File: config.mk
export PLATFORM = sky130hd
export DESIGN_NAME = fpnew_opgroup_result_arbiter
export DESIGN_NICKNAME = d
export VERILOG_FILES = /design/src/rtl/fpnew_pkg.sv /design/src/rtl/fpnew_rr_arb.sv /design/src/rtl/fpnew_opgroup_result_arbiter.sv
export SDC_FILE = /design/constraint.sdc
export NUM_CORES = 1
export LEC_CHECK = 0
export BUFFER_PORTS_ARGS = -buffer_cell sky130_fd_sc_hd__buf_2
export CAP_MARGIN = 20
export CORE_AREA = 2 2 156 158
export DETAILED_ROUTE_END_ITERATION = 10
export DIE_AREA = 0 0 158 160
export GPL_TIMING_DRIVEN = 1
export SYNTH_ARGS = -nofsm -noshare
export SYNTH_HDL_FRONTEND = slang
export SYNTH_SLANG_ARGS = --single-unit
File: constraint.sdc
create_clock -name clk_i -period 6.8 [get_ports clk_i]
set_clock_uncertainty 0.1 [all_clocks]
set_input_delay 0.34 -clock clk_i [delete_from_list [all_inputs] [get_ports clk_i]]
set_output_delay 0.34 -clock clk_i [all_outputs]
set_load 0.01 [all_outputs]
File: src/rtl/fpnew_pkg.sv
// Shared FPU types: operation groups and IEEE exception flag bundle.
package fpnew_pkg;

   localparam int unsigned NUM_OPGROUPS = 4;
   localparam int unsigned OPGROUP_BITS = 2;

   typedef enum logic [OPGROUP_BITS-1:0] {
      ADDMUL,
      DIVSQRT,
      NONCOMP,
      CONV
   } opgroup_e;

   // Field order matches the RISC-V fflags CSR layout (NV is bit 4).
   typedef struct packed {
      logic NV;
      logic DZ;
      logic OF;
      logic UF;
      logic NX;
   } status_t;

   // Bitwise OR of two flag sets, used wherever results from several sources are merged.
   function automatic status_t merge_status(status_t a, status_t b);
      return status_t'(a | b);
   endfunction

endpackage

File: src/rtl/fpnew_rr_arb.sv
// Combinational round-robin arbiter: grants the first request at or above prio, wrapping.
module fpnew_rr_arb #(
   parameter  int unsigned NumInp   = 4,
   localparam int unsigned IdxWidth = (NumInp > 1) ? $clog2(NumInp) : 1
) (
   input  logic [NumInp-1:0]   req,
   input  logic [IdxWidth-1:0] prio,
   input  logic                en,
   output logic [NumInp-1:0]   gnt,
   output logic [IdxWidth-1:0] gnt_idx
);

   logic        w_found;
   int unsigned w_idx;

   // Scan requests starting at the priority pointer; the first hit wins.
   always_comb begin
      gnt     = '0;
      gnt_idx = '0;
      w_found = 1'b0;
      w_idx   = 0;
      for (int unsigned i = 0; i < NumInp; i++) begin
         w_idx = (32'(prio) + i) % NumInp;
         if (en && !w_found && req[w_idx]) begin
            gnt[w_idx] = 1'b1;
            gnt_idx    = IdxWidth'(w_idx);
            w_found    = 1'b1;
         end
      end
   end

endmodule

File: src/rtl/fpnew_opgroup_result_arbiter.sv
// Merges operation-group results onto the single FPU output port through a
// one-entry registered stage, and accumulates sticky exception flags.
module fpnew_opgroup_result_arbiter
   import fpnew_pkg::*;
#(
   parameter  int unsigned Width    = 64,
   parameter  int unsigned TagWidth = 8,
   parameter  int unsigned NumInp   = NUM_OPGROUPS,
   localparam int unsigned IdxWidth = (NumInp > 1) ? $clog2(NumInp) : 1
) (
   input  logic                clk_i,
   input  logic                rst_i,
   input  logic                flush_i,
   input  logic [NumInp-1:0]   in_valid_i,
   output logic [NumInp-1:0]   in_ready_o,
   input  logic [Width-1:0]    in_result_i [NumInp],
   input  status_t             in_status_i [NumInp],
   input  logic [TagWidth-1:0] in_tag_i    [NumInp],
   output logic                out_valid_o,
   input  logic                out_ready_i,
   output logic [Width-1:0]    result_o,
   output status_t             status_o,
   output logic [TagWidth-1:0] tag_o,
   output opgroup_e            opgrp_o,
   input  logic                fflags_clr_i,
   output status_t             fflags_o,
   output logic                busy_o
);

   logic                r_out_valid;
   logic [Width-1:0]    r_result;
   status_t             r_status;
   logic [TagWidth-1:0] r_tag;
   opgroup_e            r_opgrp;
   logic [IdxWidth-1:0] r_prio;
   status_t             r_fflags;

   logic                w_slot_free;
   logic                w_arb_en;
   logic [NumInp-1:0]   w_gnt;
   logic [IdxWidth-1:0] w_gnt_idx;
   logic                w_in_hs;
   logic                w_out_hs;

   // Reset also gates the grant so nothing is consumed while the stage is being cleared.
   assign w_slot_free = !r_out_valid || out_ready_i;
   assign w_arb_en    = w_slot_free && !flush_i && !rst_i;
   // Grant only goes to valid inputs, so any grant bit is a completed input handshake.
   assign w_in_hs     = |w_gnt;
   // A flushed result is discarded, not delivered, so it never counts as a handshake.
   assign w_out_hs    = r_out_valid && out_ready_i && !flush_i;

   fpnew_rr_arb #(
      .NumInp (NumInp)
   ) u_rr_arb (
      .req     (in_valid_i),
      .prio    (r_prio),
      .en      (w_arb_en),
      .gnt     (w_gnt),
      .gnt_idx (w_gnt_idx)
   );

   // Output stage: load on grant, drop on flush or on a drained handshake.
   always_ff @(posedge clk_i) begin
      if (rst_i) begin
         r_out_valid <= 1'b0;
         r_result    <= '0;
         r_status    <= '0;
         r_tag       <= '0;
         r_opgrp     <= ADDMUL;
      end else if (flush_i) begin
         r_out_valid <= 1'b0;
      end else if (w_in_hs) begin
         r_out_valid <= 1'b1;
         r_result    <= in_result_i[w_gnt_idx];
         r_status    <= in_status_i[w_gnt_idx];
         r_tag       <= in_tag_i[w_gnt_idx];
         r_opgrp     <= opgroup_e'(OPGROUP_BITS'(w_gnt_idx));
      end else if (w_out_hs) begin
         r_out_valid <= 1'b0;
      end
   end

   // Priority pointer moves just past the last winner; idle cycles leave it alone.
   always_ff @(posedge clk_i) begin
      if (rst_i) begin
         r_prio <= '0;
      end else if (w_in_hs) begin
         if (w_gnt_idx == IdxWidth'(NumInp - 1)) begin
            r_prio <= '0;
         end else begin
            r_prio <= w_gnt_idx + IdxWidth'(1);
         end
      end
   end

   // Sticky flags: clear applies first so a same-cycle delivery survives the clear.
   always_ff @(posedge clk_i) begin
      if (rst_i) begin
         r_fflags <= '0;
      end else begin
         r_fflags <= merge_status(fflags_clr_i ? status_t'('0) : r_fflags,
                                  w_out_hs ? r_status : status_t'('0));
      end
   end

   assign in_ready_o  = w_gnt;
   assign out_valid_o = r_out_valid;
   assign result_o    = r_result;
   assign status_o    = r_status;
   assign tag_o       = r_tag;
   assign opgrp_o     = r_opgrp;
   assign fflags_o    = r_fflags;
   assign busy_o      = r_out_valid;

endmodule

Word level (Yosys, flattened, before mapping)
Index checks and enable logic that the tools add are counted.

Register bits after elaboration: 87. Bits of input ports: 317. Output and inout bits: 90. Logic and storage cells: 102.

Magnitude comparators: 9. Add/sub/neg operators: 4. Multiplexer cells: 41. Reduce and logical (&&, ||, !) cells: 26. Equal/unequal tests: 1. Bitwise logic cells: 6.

Operator list (number): 64-bit binary-select mux with 2-bit select (1); 64-bit 2-to-1 mux (2); 5-bit 2-to-1 mux (4); 8-bit binary-select mux with 2-bit select (1); 4-bit 2-to-1 mux (4); 8-bit 2-to-1 mux (2); 1-bit logical AND (15); 1-bit 2-to-1 mux (13); 2-bit by 3-bit < comparator with 1-bit output, second input constant (4); 4-bit bitwise OR (3); 5-bit binary-select mux with 2-bit select (1); 2-bit 2-to-1 mux (5); 1-bit binary-select mux with 2-bit select (4); 1-bit demux with 2-bit select (4); 2-bit by 1-bit >= comparator with 1-bit output, second input constant (4); 1-bit zero test (6); 5-bit bitwise OR (1); 2-bit by 1-bit adder with 2-bit output, second input constant (2); 2-bit adder, second input constant (2); 4-bit OR reduction (1); 3-bit >= comparator, second input constant (1); 2-bit NOT with 3-bit output (1); 2-bit == test, second input constant (1); 2-bit AND reduction (1); other kinds (4) (4).

Longest topological paths before layout
Gate-level depths: netlist of run 1.

Depth in word-level cells: 22. Gate-level depth with buffers: 13. Gate-level depth less buffers: 8.

Hierarchy
From an unflattened synthesis of run 1, not the netlist that was laid out.

Cell total of the unflattened synthesis: 387. Area total of the unflattened synthesis: 5107.4 um^2.

By module, submodules not included: fpnew_opgroup_result_arbiter (area an instance 4551.9 um^2, cells an instance 315, times used 1, seq. area each 1741.7 um^2); fpnew_rr_arb (area an instance 555.5 um^2, cells an instance 72, times used 1, seq. area each 0.0 um^2).

Least setup slack after synthesis of run 1
Ideal clock, no wire load.

Kind: reg-to-reg. Start: register r_prio[0]. End: register r_result[26], in the netlist result_o[26]. Stages on the path, launching flop included: 13. Data required time: 6583 ps. Path buffers: 4. Arrival time: 2892 ps. Clock period less this slack: 3109 ps. Library setup time: 117 ps. Path slack: 3691 ps. Cells stage by stage: dfxtp_1 -> buf_6 -> inv_1 -> ha_1 -> buf_2 -> mux4_2 -> nand3b_1 -> a41oi_1 -> or2_1 -> nor2_2 -> buf_2 -> buf_4 -> o21ai_2.

Word-level cells in the longest chain between the ends: 20. Elaborated cells on any way between the ends: 61. Those cells by class: add/sub: 3; order compare: 8; mux: 30; bitwise: 4; reduce/logical: 16.

Ends and longest elaborated chain: start, declared (RTL line fpnew_opgroup_result_arbiter.sv:35) `logic [IdxWidth-1:0] r_prio;`; start signal, assigned (RTL line fpnew_opgroup_result_arbiter.sv:92) `r_prio <= w_gnt_idx + IdxWidth'(1);`; branches (longest 20 deep; another with 2-bit by 3-bit < comparator with 1-bit output); end signal, assigned (RTL line fpnew_opgroup_result_arbiter.sv:75) `r_result <= in_result_i[w_gnt_idx];`; end, declared (RTL line fpnew_opgroup_result_arbiter.sv:31) `logic [Width-1:0] r_result;`.

Several ways; the timed one is not identified. The select of a mux whose other input is x is not followed. A chain may end at the register's enable or synchronous reset.

Worst setup path after layout of run 1
Start: register r_prio[0]. End: register r_status, in the netlist status_o[3].

Word-level cells in the longest chain between the ends: 20. Elaborated cells on any way between the ends: 61. Those cells by class: add/sub: 3; order compare: 8; mux: 30; bitwise: 4; reduce/logical: 16.

Ends and longest elaborated chain: branches (longest 20 deep; another with 2-bit by 3-bit < comparator with 1-bit output); end signal, assigned (RTL line fpnew_opgroup_result_arbiter.sv:76) `r_status <= in_status_i[w_gnt_idx];`; end, declared (RTL line fpnew_opgroup_result_arbiter.sv:32) `status_t r_status;`.

Several ways; the timed one is not identified. The select of a mux whose other input is x is not followed.

==> results of run 1 <==
==> per-stage QoR <==
stage                     utilization (%)  power, mW  worst slack [ns]
after global placement               36.1       2.15              2.20
final                                37.6       2.71              2.33
after floorplan                         -       1.75              3.69
after CTS                            37.4       2.72              2.01
after global routing                 37.6       2.89              1.99
after detailed placement             36.1       2.18              2.02
==> worst max-delay path, stage by stage, from the launching register on <==
cell	delay [ns]
dfxtp_1	0.69
inv_1	0.31
ha_1	0.58
mux2i_1	0.27
nand3_1	0.13
a221oi_1	0.33
o32a_2	0.87
buf_4	0.56
mux2_2	0.40
o21ai_1	0.11
==> state kept, by name (all words and copies together) (netlist names) <==
register,count
tag_o,8
status_o,5
result_o,64
r_prio,2
opgrp_o,2
fflags_o,5
busy_o,1
==> layer usage <==
| layer | GRT usage (%) | vias up | wire (um) |
|---|---|---|---|
| li1 | - | 3163 | - |
| met1 | 18.1 | 2948 | 8640 |
| met2 | 30.0 | 278 | 10900 |
| met3 | 2.88 | 30 | 1580 |
| met4 | 5.90 | 0 | 502 |
| met5 | 0 | - | 0 |
==> layout make-up <==
class / instances / share of cell area, %
Inverter: 3 / 0.126
Antenna cell: 1 / 0.0279
Multi-Input combinational cell: 484 / 48.3
Clock buffer: 11 / 2.82
Sequential cell: 87 / 19.5
Timing Repair Buffer: 417 / 24.0
Tap cell: 324 / 4.53
Clock inverter: 5 / 0.713
==> kinds of logic (layout without fill, tap and decap cells) <==
family	after synthesis	after routing
AO/OA/AOI/OAI	116	116
XOR/XNOR	1	1
adder cells (fa/ha/maj)	7	7
buffers and inverters	70	436
flip-flops	87	87
multiplexers	241	241
other	0	1
AND/OR/NAND/NOR	119	119
==> worst min path at each step <==
| stage | endpoint | slack [ns] |
|---|---|---|
| after floorplan | opgrp_o[0] | 0.39 |
| after global placement | opgrp_o[0] | 0.35 |
| after detailed placement | opgrp_o[0] | 0.36 |
| after CTS | busy_o | 0.21 |
| after global routing | busy_o | 0.24 |
| final | busy_o | 0.23 |
==> synth_stat cells, types with 9 or more instances <==
library cell and instances:
mux2i_1 159, dfxtp_1 87, nand4b_1 77, o21ai_1 66, mux2_2 45, clkbuf_1 25, mux2_1 22, buf_2 19
buf_4 15, mux2_4 11, o21ai_2 10, nand2_1 9
==> power by group <==
group | leakage (nW) | switching [mW] | internal [mW] | total (mW)
logic | 3.00 | 0.783 | 0.651 | 1.43
registers | 0.716 | 0.0881 | 0.656 | 0.744
clock network | 0.152 | 0.220 | 0.308 | 0.528
total | 3.86 | 1.09 | 1.62 | 2.71
==> results.ini, run 1 <==
[job]
maxCapViolCount = 0

[timing]
max-slew-margin-rel_pct = 34.2
fin_crit_sh_pct = 65.7
fin_crit_ns = 4.47
rsz0062_at_grt = false
tns_ns = 0
fmax_mhz = 224
finalSetupViolCount = 0
drv_slew = 0
whs_ns = 0.235
hold_viol = 0
max_slew.worst_pin.slew_ns = 0.986

[clock_tree]
cts_made_buffers = 9
cts_sinks = 87
clkLatencyLatePin_ns = 0.34
ctsRootBufferMaster = clkbuf_16
clk_pin_slew_ns = 0.07
cts.repair.resized = 0
htreeDepth = 3
clock_path_buffers = 2
holdBufCountCts = 0
cts_setup_buffers = 0
cts_tree = yes

[grt]
grt_max_degree = 88
overflow = 0
grt_pass1_vias = 6298
antenna_found_initial = 1
grt_util_all_layers_pct = 16.1
grt_first_pass_wirelength_mm = 32.4

[worst_setup_path]
endpoint = status_o[3]
r2r_start = r_prio[0]
rr_worst_depth = 9
reg2reg_slack_ns = 2.33
crit_type = reg -> reg
cp_max_fo = 39
critPathLaunchType = flop
r2r-end = status_o[3]
startpoint = r_prio[0]
cp-end-kind = flop
cp.required_ns = 6.97
arrival_ns = 4.64

[floorplan]
row_count = 57
die_area_um2 = 25300
core_um2 = 23800
initial_utilization_pct = 27.0
die_height_um = 160
die_w_um = 158
ios = 407

[synthesis]
synth_xor_area_share_pct = 0.136
synth_area_leaders = dfxtp_1, mux2i_1, nand4b_1, mux2_2, o21ai_1
synth_edf_count = 0
yosys_warnings = 0
synth-seq-cells = 87
synth_compound_area_share_pct = 11.0
synth_nets = 965
yosysUniqueCellTypes = 45
synth_top_family_by_area = multiplexers
yosysTopAreaCell = dfxtp_1
avgSynthCellArea_um2 = 10.0
async_reset_ff_share_pct = 0
synth_top_area_share_pct = 27.1
synth_fa_ha_area_share_pct = 1.36
synthMuxAreaShare_pct = 40.5
yosysSeqAreaShare_pct = 27.1
synth_flop_cell = dfxtp_1
syn_area_um2 = 6420
synthSimpleGateAreaFrac_pct = 13.9
syn_inst = 641

[power]
p_leak_nw = 3.86
cellPowerDensity_nw_per_um2 = 302
ir_worst_vdd_uv = 135

[placed_design]
dpl_cell_area_um2 = 8590
post-dp-hpwl_mm = 16.3
post-place-cells = 1313
gp_congestion = 0.815
portBuffers = 406

[drt]
num_vias = 6419
drt.antenna.violating_nets = 0
drt-pass1-iter-count = 4
totalWireLength_mm = 21.6
drc = 0
wire_per_inst_um = 16.2
viasPerCell = 4.82
drt_iter0_markers = 210

[cells_and_area]
finalNonFillerCells = 1332
multiInputGateArea_um2 = 4320
drive_gt1_share_pct = 50.5
seq_area_um2 = 1740
final_nets = 1326
areaGrowthSynthToFinish_pct = 39.5
finalInstanceArea_um2 = 8950
layout_commonest_cell = buf_2
mostFrequentLayoutCells = buf_2, mux2i_1, dfxtp_1
fill_cells = 2505

[worst_hold_path]
hold_path_class = in -> reg
holdPathStages = 3
hp-start = flush_i

[run_status]
status = complete, no violations

Note: power is estimated with default switching activity, not from simulation.
==> inputs of run 2 (changes only) <==
--- a/config.mk
+++ b/config.mk
@@ -5,11 +5,12 @@
 export SDC_FILE = /design/constraint.sdc
 export NUM_CORES = 1
 export LEC_CHECK = 0
+export ABC_AREA = 1
 export BUFFER_PORTS_ARGS = -buffer_cell sky130_fd_sc_hd__buf_2
 export CAP_MARGIN = 20
-export CORE_AREA = 2 2 156 158
+export CORE_AREA = 2 2 158 160
 export DETAILED_ROUTE_END_ITERATION = 10
-export DIE_AREA = 0 0 158 160
+export DIE_AREA = 0 0 160 162
 export GPL_TIMING_DRIVEN = 1
 export SYNTH_ARGS = -nofsm -noshare
 export SYNTH_HDL_FRONTEND = slang
==> constraint.sdc (replaced) <==
create_clock -name clk_i -period 3.87 [get_ports clk_i]
set_clock_uncertainty 0.1 [all_clocks]
set_input_delay 0.1935 -clock clk_i [delete_from_list [all_inputs] [get_ports clk_i]]
set_output_delay 0.1935 -clock clk_i [all_outputs]
set_load 0.01 [all_outputs]
==> results.ini, run 2 <==
[timing]
fin_crit_ns = 3.19  ; -1.28 ns
max-slew-margin-rel_pct = 65.8  ; +32 points
tns_ns = 0  ; unchanged
finalSetupViolCount = 0  ; unchanged
rsz0062_at_grt = false
fmax_mhz = 313  ; +40%
max_slew.worst_pin.slew_ns = 0.512  ; -0.474 ns
drv_slew = 0  ; unchanged
setup_slack_ns = 0.678  ; -1.65 ns
fin_crit_sh_pct = 82.5  ; +17 points
hold_viol = 0  ; unchanged

[clock_tree]
cts.repair.resized = 0  ; unchanged
cts_sinks = 87  ; unchanged
cts_setup_buffers = 0  ; unchanged
cts_tree = yes
holdBufCountCts = 0  ; unchanged
clock_path_buffers = 2  ; unchanged
clkLatencyLatePin_ns = 0.34  ; about the same
clk_pin_slew_ns = 0.07  ; about the same
ctsRootBufferMaster = clkbuf_16
cts_made_buffers = 9  ; unchanged
htreeDepth = 3  ; unchanged

[worst_setup_path]
reg2reg_slack_ns = 0.68  ; -1.65 ns
cp.required_ns = 4.05  ; -2.92 ns
endpoint = result_o[59]
r2r-end = result_o[59]
arrival_ns = 3.37  ; -1.27 ns
rr_worst_depth = 15  ; +6
cp-end-kind = flop
r2r_start = r_prio[0]
cp_max_fo = 91  ; +130%
startpoint = r_prio[0]
crit_type = reg -> reg
critPathLaunchType = flop

[cells_and_area]
finalInstanceArea_um2 = 10300  ; +15%
finalNonFillerCells = 2156  ; +62%
areaGrowthSynthToFinish_pct = 30.3
mostFrequentLayoutCells = nand2_1, buf_2, nand3_1
drive_gt1_share_pct = 25.6  ; -25 points
final_util_pct = 42.6  ; +5.0 points
largest_reg_flops = 64  ; unchanged
layout_commonest_cell = nand2_1
final_nets = 2149  ; +62%
fill_cells = 2785  ; +11%

[floorplan]
row_count = 57  ; unchanged
initial_utilization_pct = 32.6  ; +5.7 points
die_height_um = 162  ; +1.3%
core_um2 = 24100  ; +1.2%
ios = 407  ; unchanged
die_w_um = 160  ; +1.3%
die_area_um2 = 25900  ; +2.5%

[drt]
drt_iter0_markers = 734  ; +250%
totalWireLength_mm = 30.8  ; +42%
topRoutingLayerUsed = met5
viasPerCell = 4.67  ; -3.1%
num_vias = 10100  ; +57%
wl_met2_mm = 14.5  ; +33%
wl_met3_mm = 1.84  ; +17%
drt.antenna.violating_nets = 0  ; unchanged
drc = 0  ; unchanged
wire_per_inst_um = 14.3  ; -12%
drt-pass1-iter-count = 5  ; +1
drt-met1-wl_mm = 13.8  ; +59%

[synthesis]
synth_area_leaders = nand2_1, dfxtp_1, nand3_1, inv_1, nor2_1
async_reset_ff_share_pct = 0  ; unchanged
post-synth-top-count-cell = nand2_1
synth_nets = 1816  ; +88%
yosysUniqueCellTypes = 23  ; -49%
yosys_warnings = 0  ; unchanged
synth_flop_cell = dfxtp_1
syn_area_um2 = 7870  ; +23%
yosysSeqAreaShare_pct = 22.1  ; -5.0 points
yosysTopAreaCell = nand2_1
synth-seq-cells = 87  ; unchanged
synth_top_area_share_pct = 24.1  ; -3.0 points
syn_inst = 1492  ; +130%
synth_common_cells = nand2_1, nand3_1, inv_1, nor2_1, dfxtp_1
synth_edf_count = 0  ; unchanged
avgSynthCellArea_um2 = 5.27  ; -47%

[placed_design]
gp_congestion = 0.900  ; +10%
dpl_cell_area_um2 = 9930  ; +16%
post-dp-hpwl_mm = 22.9  ; +41%
post-place-cells = 2138  ; +63%
portBuffers = 406  ; unchanged
post-place-ws_ns = 0.726  ; -1.29 ns

[grt]
overflow = 0  ; unchanged
grt_pass1_vias = 9149  ; +45%
antenna_found_initial = 3  ; +2
grt_first_pass_wirelength_mm = 47.6  ; +47%
grt_max_degree = 92  ; +4.5%
grt_util_all_layers_pct = 22.7  ; +6.6 points

[run_status]
status = complete, no violations

[power]
ir_worst_vdd_uv = 346  ; +160%
cellPowerDensity_nw_per_um2 = 745  ; +150%
p_leak_nw = 6.52  ; +69%

[worst_hold_path]
hold_path_class = in -> reg

[job]
maxCapViolCount = 0  ; unchanged

## run 2: cell types whose count changed after synthesis, moves of 10 or more
cell / before / now
mux2_4: 11 / 0
nand3_1: 3 / 328
nor2_1: 8 / 173
o21ai_1: 66 / 2
buf_2: 19 / 44
mux2_2: 45 / 0
mux2_1: 22 / 0
buf_6: 5 / 19
nand4b_1: 77 / 0
inv_1: 3 / 251
o21ai_2: 10 / 0
mux2i_1: 159 / 0
nand2_1: 9 / 505
## run 2: cells by family (layout without fill, tap and decap cells)
group                      count (synthesis)  in the layout  share of synthesized area, %
AOI/OAI and AO/OA                          7              7                         0.525
adders and majority gates                  7              7                          1.11
and+or+nand+nor                         1029           1029                          55.4
DFF                                       87             87                          22.1
other                                      0              2                             0
buffers and inverters                    362            700                          20.9
## run 2: how the worst min path moves through the flow
stage                           from           to  slack [ns]  cells past startpoint
after detailed placement       rst_i  fflags_o[2]        0.38                      2
after CTS                      rst_i  fflags_o[2]        0.01                      2
final                          rst_i  fflags_o[1]        0.03                      2
after global placement    opgrp_o[0]   opgrp_o[0]        0.37                      2
after global routing           rst_i  fflags_o[3]        0.03                      2
after floorplan              flush_i       busy_o        0.26                      3
## run 2: critical path: stages, from the launching register on
cell     delay [ns]
dfxtp_1        0.64
inv_4          0.10
ha_1           0.37
inv_1          0.09
nand3_1        0.10
nand2_2        0.07
nand4_1        0.16
nand3_4        0.39
nand2_4        0.24
buf_12         0.32
nand2_1        0.10
nand2_1        0.12
nand2_1        0.06
nand2_1        0.06
nor2_1         0.04
nor2_1         0.10
## run 2: stage by stage
step                      power [mW]  hold WS [ns]
after CTS                       7.69        0.0132
after floorplan                 5.35         0.257
after detailed placement        6.70         0.384
after global routing            8.43        0.0299
final                           7.64        0.0292
after global placement          6.67         0.374
## run 2: metal layers
layer / track usage [%] / vias to the layer above
li1: - / 5150
met1: 30.0 / 4505
met2: 38.0 / 372
met3: 3.68 / 41
met4: 7.21 / 2
met5: 0 / -
## run 2: final cells by class
cell class                 count  area [um2]  share of cell area (%)
multi-input combinational   1043        4520                    44.1
antenna                        2        5.00                  0.0488
timing repair buffer         425        2290                    22.3
tap                          324         405                    3.95
sequential                    87        1740                    17.0
clock buffer                   9         225                    2.20
inverter                     259         975                    9.50
clock inverter                 7        95.1                   0.927
## run 2: report_power, final
| part | switching (mW) | leakage [nW] | total [mW] | internal (mW) |
|---|---|---|---|---|
| Combinational | 3.34 | 5.65 | 5.12 | 1.78 |
| Clock | 0.396 | 0.156 | 0.964 | 0.568 |
| Sequential | 0.233 | 0.715 | 1.56 | 1.33 |
| Total | 3.97 | 6.52 | 7.64 | 3.67 |
==> inputs of run 3 (changes only) <==
==> constraint.sdc (replaced) <==
create_clock -name clk_i -period 3.2 [get_ports clk_i]
set_clock_uncertainty 0.1 [all_clocks]
set_input_delay 0.16 -clock clk_i [delete_from_list [all_inputs] [get_ports clk_i]]
set_output_delay 0.16 -clock clk_i [all_outputs]
set_load 0.01 [all_outputs]
==> results.ini, run 3 (same netlist as run 2, synthesis figures left out) <==
[worst_setup_path]
r2r_start = r_prio[0]
cp-end-kind = flop
reg2reg_slack_ns = 0.37  ; -0.31 ns
arrival_ns = 3.02  ; -0.35 ns
slowest_delay_ns = 0.55  ; -0.09 ns
startpoint = r_prio[0]
r2r-end = result_o[49]
cp.required_ns = 3.39  ; -0.66 ns
critPathLaunchType = flop
cp_slowest_cell = nor2_4
cp_max_fo = 40  ; -56%
path_common_cell = nor2_1
crit_type = reg -> reg
rr_worst_depth = 15  ; unchanged
crit_chain = inv_4 -> ha_1 -> inv_1 -> nand3_1 -> nand2_2 -> inv_2 -> nor2_4 -> nand3_1 -> nand2_1 -> nor2_1 -> nand3_2 -> nor2_4 -> buf_12 -> nor2_1 -> nor2_1

[floorplan]
ios = 407  ; unchanged
core_um2 = 24100  ; unchanged
die_height_um = 162  ; unchanged
initial_utilization_pct = 32.6  ; unchanged
row_count = 57  ; unchanged
die_w_um = 160  ; unchanged
die_area_um2 = 25900  ; unchanged

[power]
p_switching_mw = 4.87  ; +23%
cellPowerDensity_nw_per_um2 = 902  ; +21%
p_int_mw = 4.46  ; +21%
p_seq_share_pct = 19.9  ; -0.5 points
p_comb_share_pct = 68.5  ; +1.5 points
swShare_pct = 52.2  ; +0.26 points
clkPwrFrac_pct = 11.6  ; -1.0 points
p_leak_nw = 6.57  ; +0.74%
ir_worst_vdd_uv = 513  ; +49%

[cells_and_area]
final_nets = 2158  ; +0.42%
mostFrequentLayoutCells = nand2_1, buf_2, nand3_1
layout_commonest_cell = nand2_1
largest_reg_flops = 64  ; unchanged
fill_cells = 2788  ; +0.11%
drive_gt1_share_pct = 25.9  ; +0.26 points
areaGrowthSynthToFinish_pct = 31.3
final_util_pct = 42.9  ; +0.32 points

[clock_tree]
cts_made_buffers = 9  ; unchanged
ctsRootBufferMaster = clkbuf_16
cts_sinks = 87  ; unchanged
htreeDepth = 3  ; unchanged
clkLatencyLatePin_ns = 0.35  ; about the same
cts_tree = yes
clk_pin_slew_ns = 0.07  ; about the same
clock_path_buffers = 2  ; unchanged

[timing]
rsz0062_at_grt = false
drv_slew = 0  ; unchanged
hold_viol = 0  ; unchanged
fin_crit_sh_pct = 88.5  ; +6.0 points
fmax_mhz = 353  ; +13%
fin_crit_ns = 2.83  ; -0.360 ns
finalSetupViolCount = 0  ; unchanged
tns_ns = 0  ; unchanged
whs_ns = 0.0528  ; +0.0237 ns
max_slew.worst_pin.slew_ns = 0.968  ; +0.455 ns
max-slew-margin-rel_pct = 35.4  ; -30 points

[job]
maxCapViolCount = 0  ; unchanged

[drt]
drt.antenna.violating_nets = 0  ; unchanged
wire_per_inst_um = 14.2  ; -0.83%
num_vias = 9921  ; -1.5%
totalWireLength_mm = 30.6  ; -0.46%
drt_iter0_markers = 654  ; -11%
drc = 0  ; unchanged
viasPerCell = 4.58  ; -1.8%
drt-pass1-iter-count = 5  ; unchanged

[placed_design]
gp_congestion = 0.890  ; -1.2%
post-dp-hpwl_mm = 22.6  ; -1.4%
portBuffers = 406  ; unchanged

[grt]
grt_pass1_vias = 9141  ; -0.087%
grt_max_degree = 94  ; +2.2%
grt_first_pass_wirelength_mm = 47.4  ; -0.46%
grt_util_all_layers_pct = 22.6  ; -0.064 points
overflow = 0  ; unchanged
antenna_found_initial = 1  ; -2

[worst_hold_path]
hold_path_class = in -> reg
hold_end = fflags_o[3]
holdPathStages = 4  ; +2
hp-start = fflags_clr_i

[run_status]
status = complete, no violations

==> run 3: changes by cell type in the layout (fill, tap and decap cells not counted) <==
cell and delta:
buf_4 +4, buf_12 +2, clkinv_4 +2, dlygate4sd3_1 +2, bufinv_16 -1, clkbuf_1 +1, clkinv_2 -1, clkinvlp_4 -1
diode_2 -1, nand3_1 -1, nand3_2 +1, nor2_2 +1
==> run 3: layout make-up <==
type / instances / area, um2 / share of cell area, %
multi-input cells: 1044 / 4540 / 43.9
repair buffers: 433 / 2380 / 23.0
flip-flops and latches: 87 / 1740 / 16.9
inverters: 259 / 975 / 9.43
well taps: 324 / 405 / 3.92
clock buffers: 10 / 229 / 2.22
clock inverters: 6 / 70.1 / 0.678
diodes: 1 / 2.50 / 0.0242
==> run 3: how the worst max path moves through the flow <==
stage / endpoint / cells after the start
after floorplan: result_o[0] / 19
after global placement: opgrp_o[1] / 15
after detailed placement: status_o[2] / 15
after CTS: status_o[2] / 15
after global routing: result_o[27] / 15
final: result_o[49] / 15
==> run 3: critical path: cells and delay by family, from the launching register on <==
kind | cells | cell delay (ns)
fa+ha+maj | 1 | 0.34
flops | 1 | 0.37
simple gates | 10 | 1.39
buf+inv | 4 | 0.55
==> run 3: timing repair <==
| item | CTS | global route |
|---|---|---|
| setup endpoints to repair | 0 | 40 |
| gates resized for setup | 0 | 1 |
| hold endpoints to repair | 6 | 0 |
| hold buffers | 2 | 0 |
| setup buffers | 0 | 0 |
==> run 3: power by group through the flow <==
stage,logic (mW),clock network [mW],registers [mW]
floorplan,4.36,0,2.11
global placement,6.35,0,1.87
detailed placement,6.38,0,1.88
CTS,6.41,1.13,1.86
global route,7.22,1.16,1.92
finish,6.39,1.08,1.86
==> run 3: through the flow <==
stage | total power, mW | instance area, um2 | setup WS (ns) | cells
2_1_floorplan | 6.46 | 7870 | 0.731 | 1492
3_3_place_gp | 8.22 | 10000 | 0.233 | 2144
3_5_place_dp | 8.26 | 10000 | 0.176 | 2144
4_1_cts | 9.39 | 10300 | 0.152 | 2162
5_1_grt | 10.3 | 10300 | 0.0667 | 2164
6_report | 9.33 | 10300 | 0.368 | 2164
==> run 3: per-layer routing <==
metal	up-vias	track usage, %	part of all wire, %
li1	5167	-	-
met2	346	39.2	49
met4	0	4.18	1.0
met3	20	4.52	6.7
met1	4388	29.5	43
met5	-	0	0
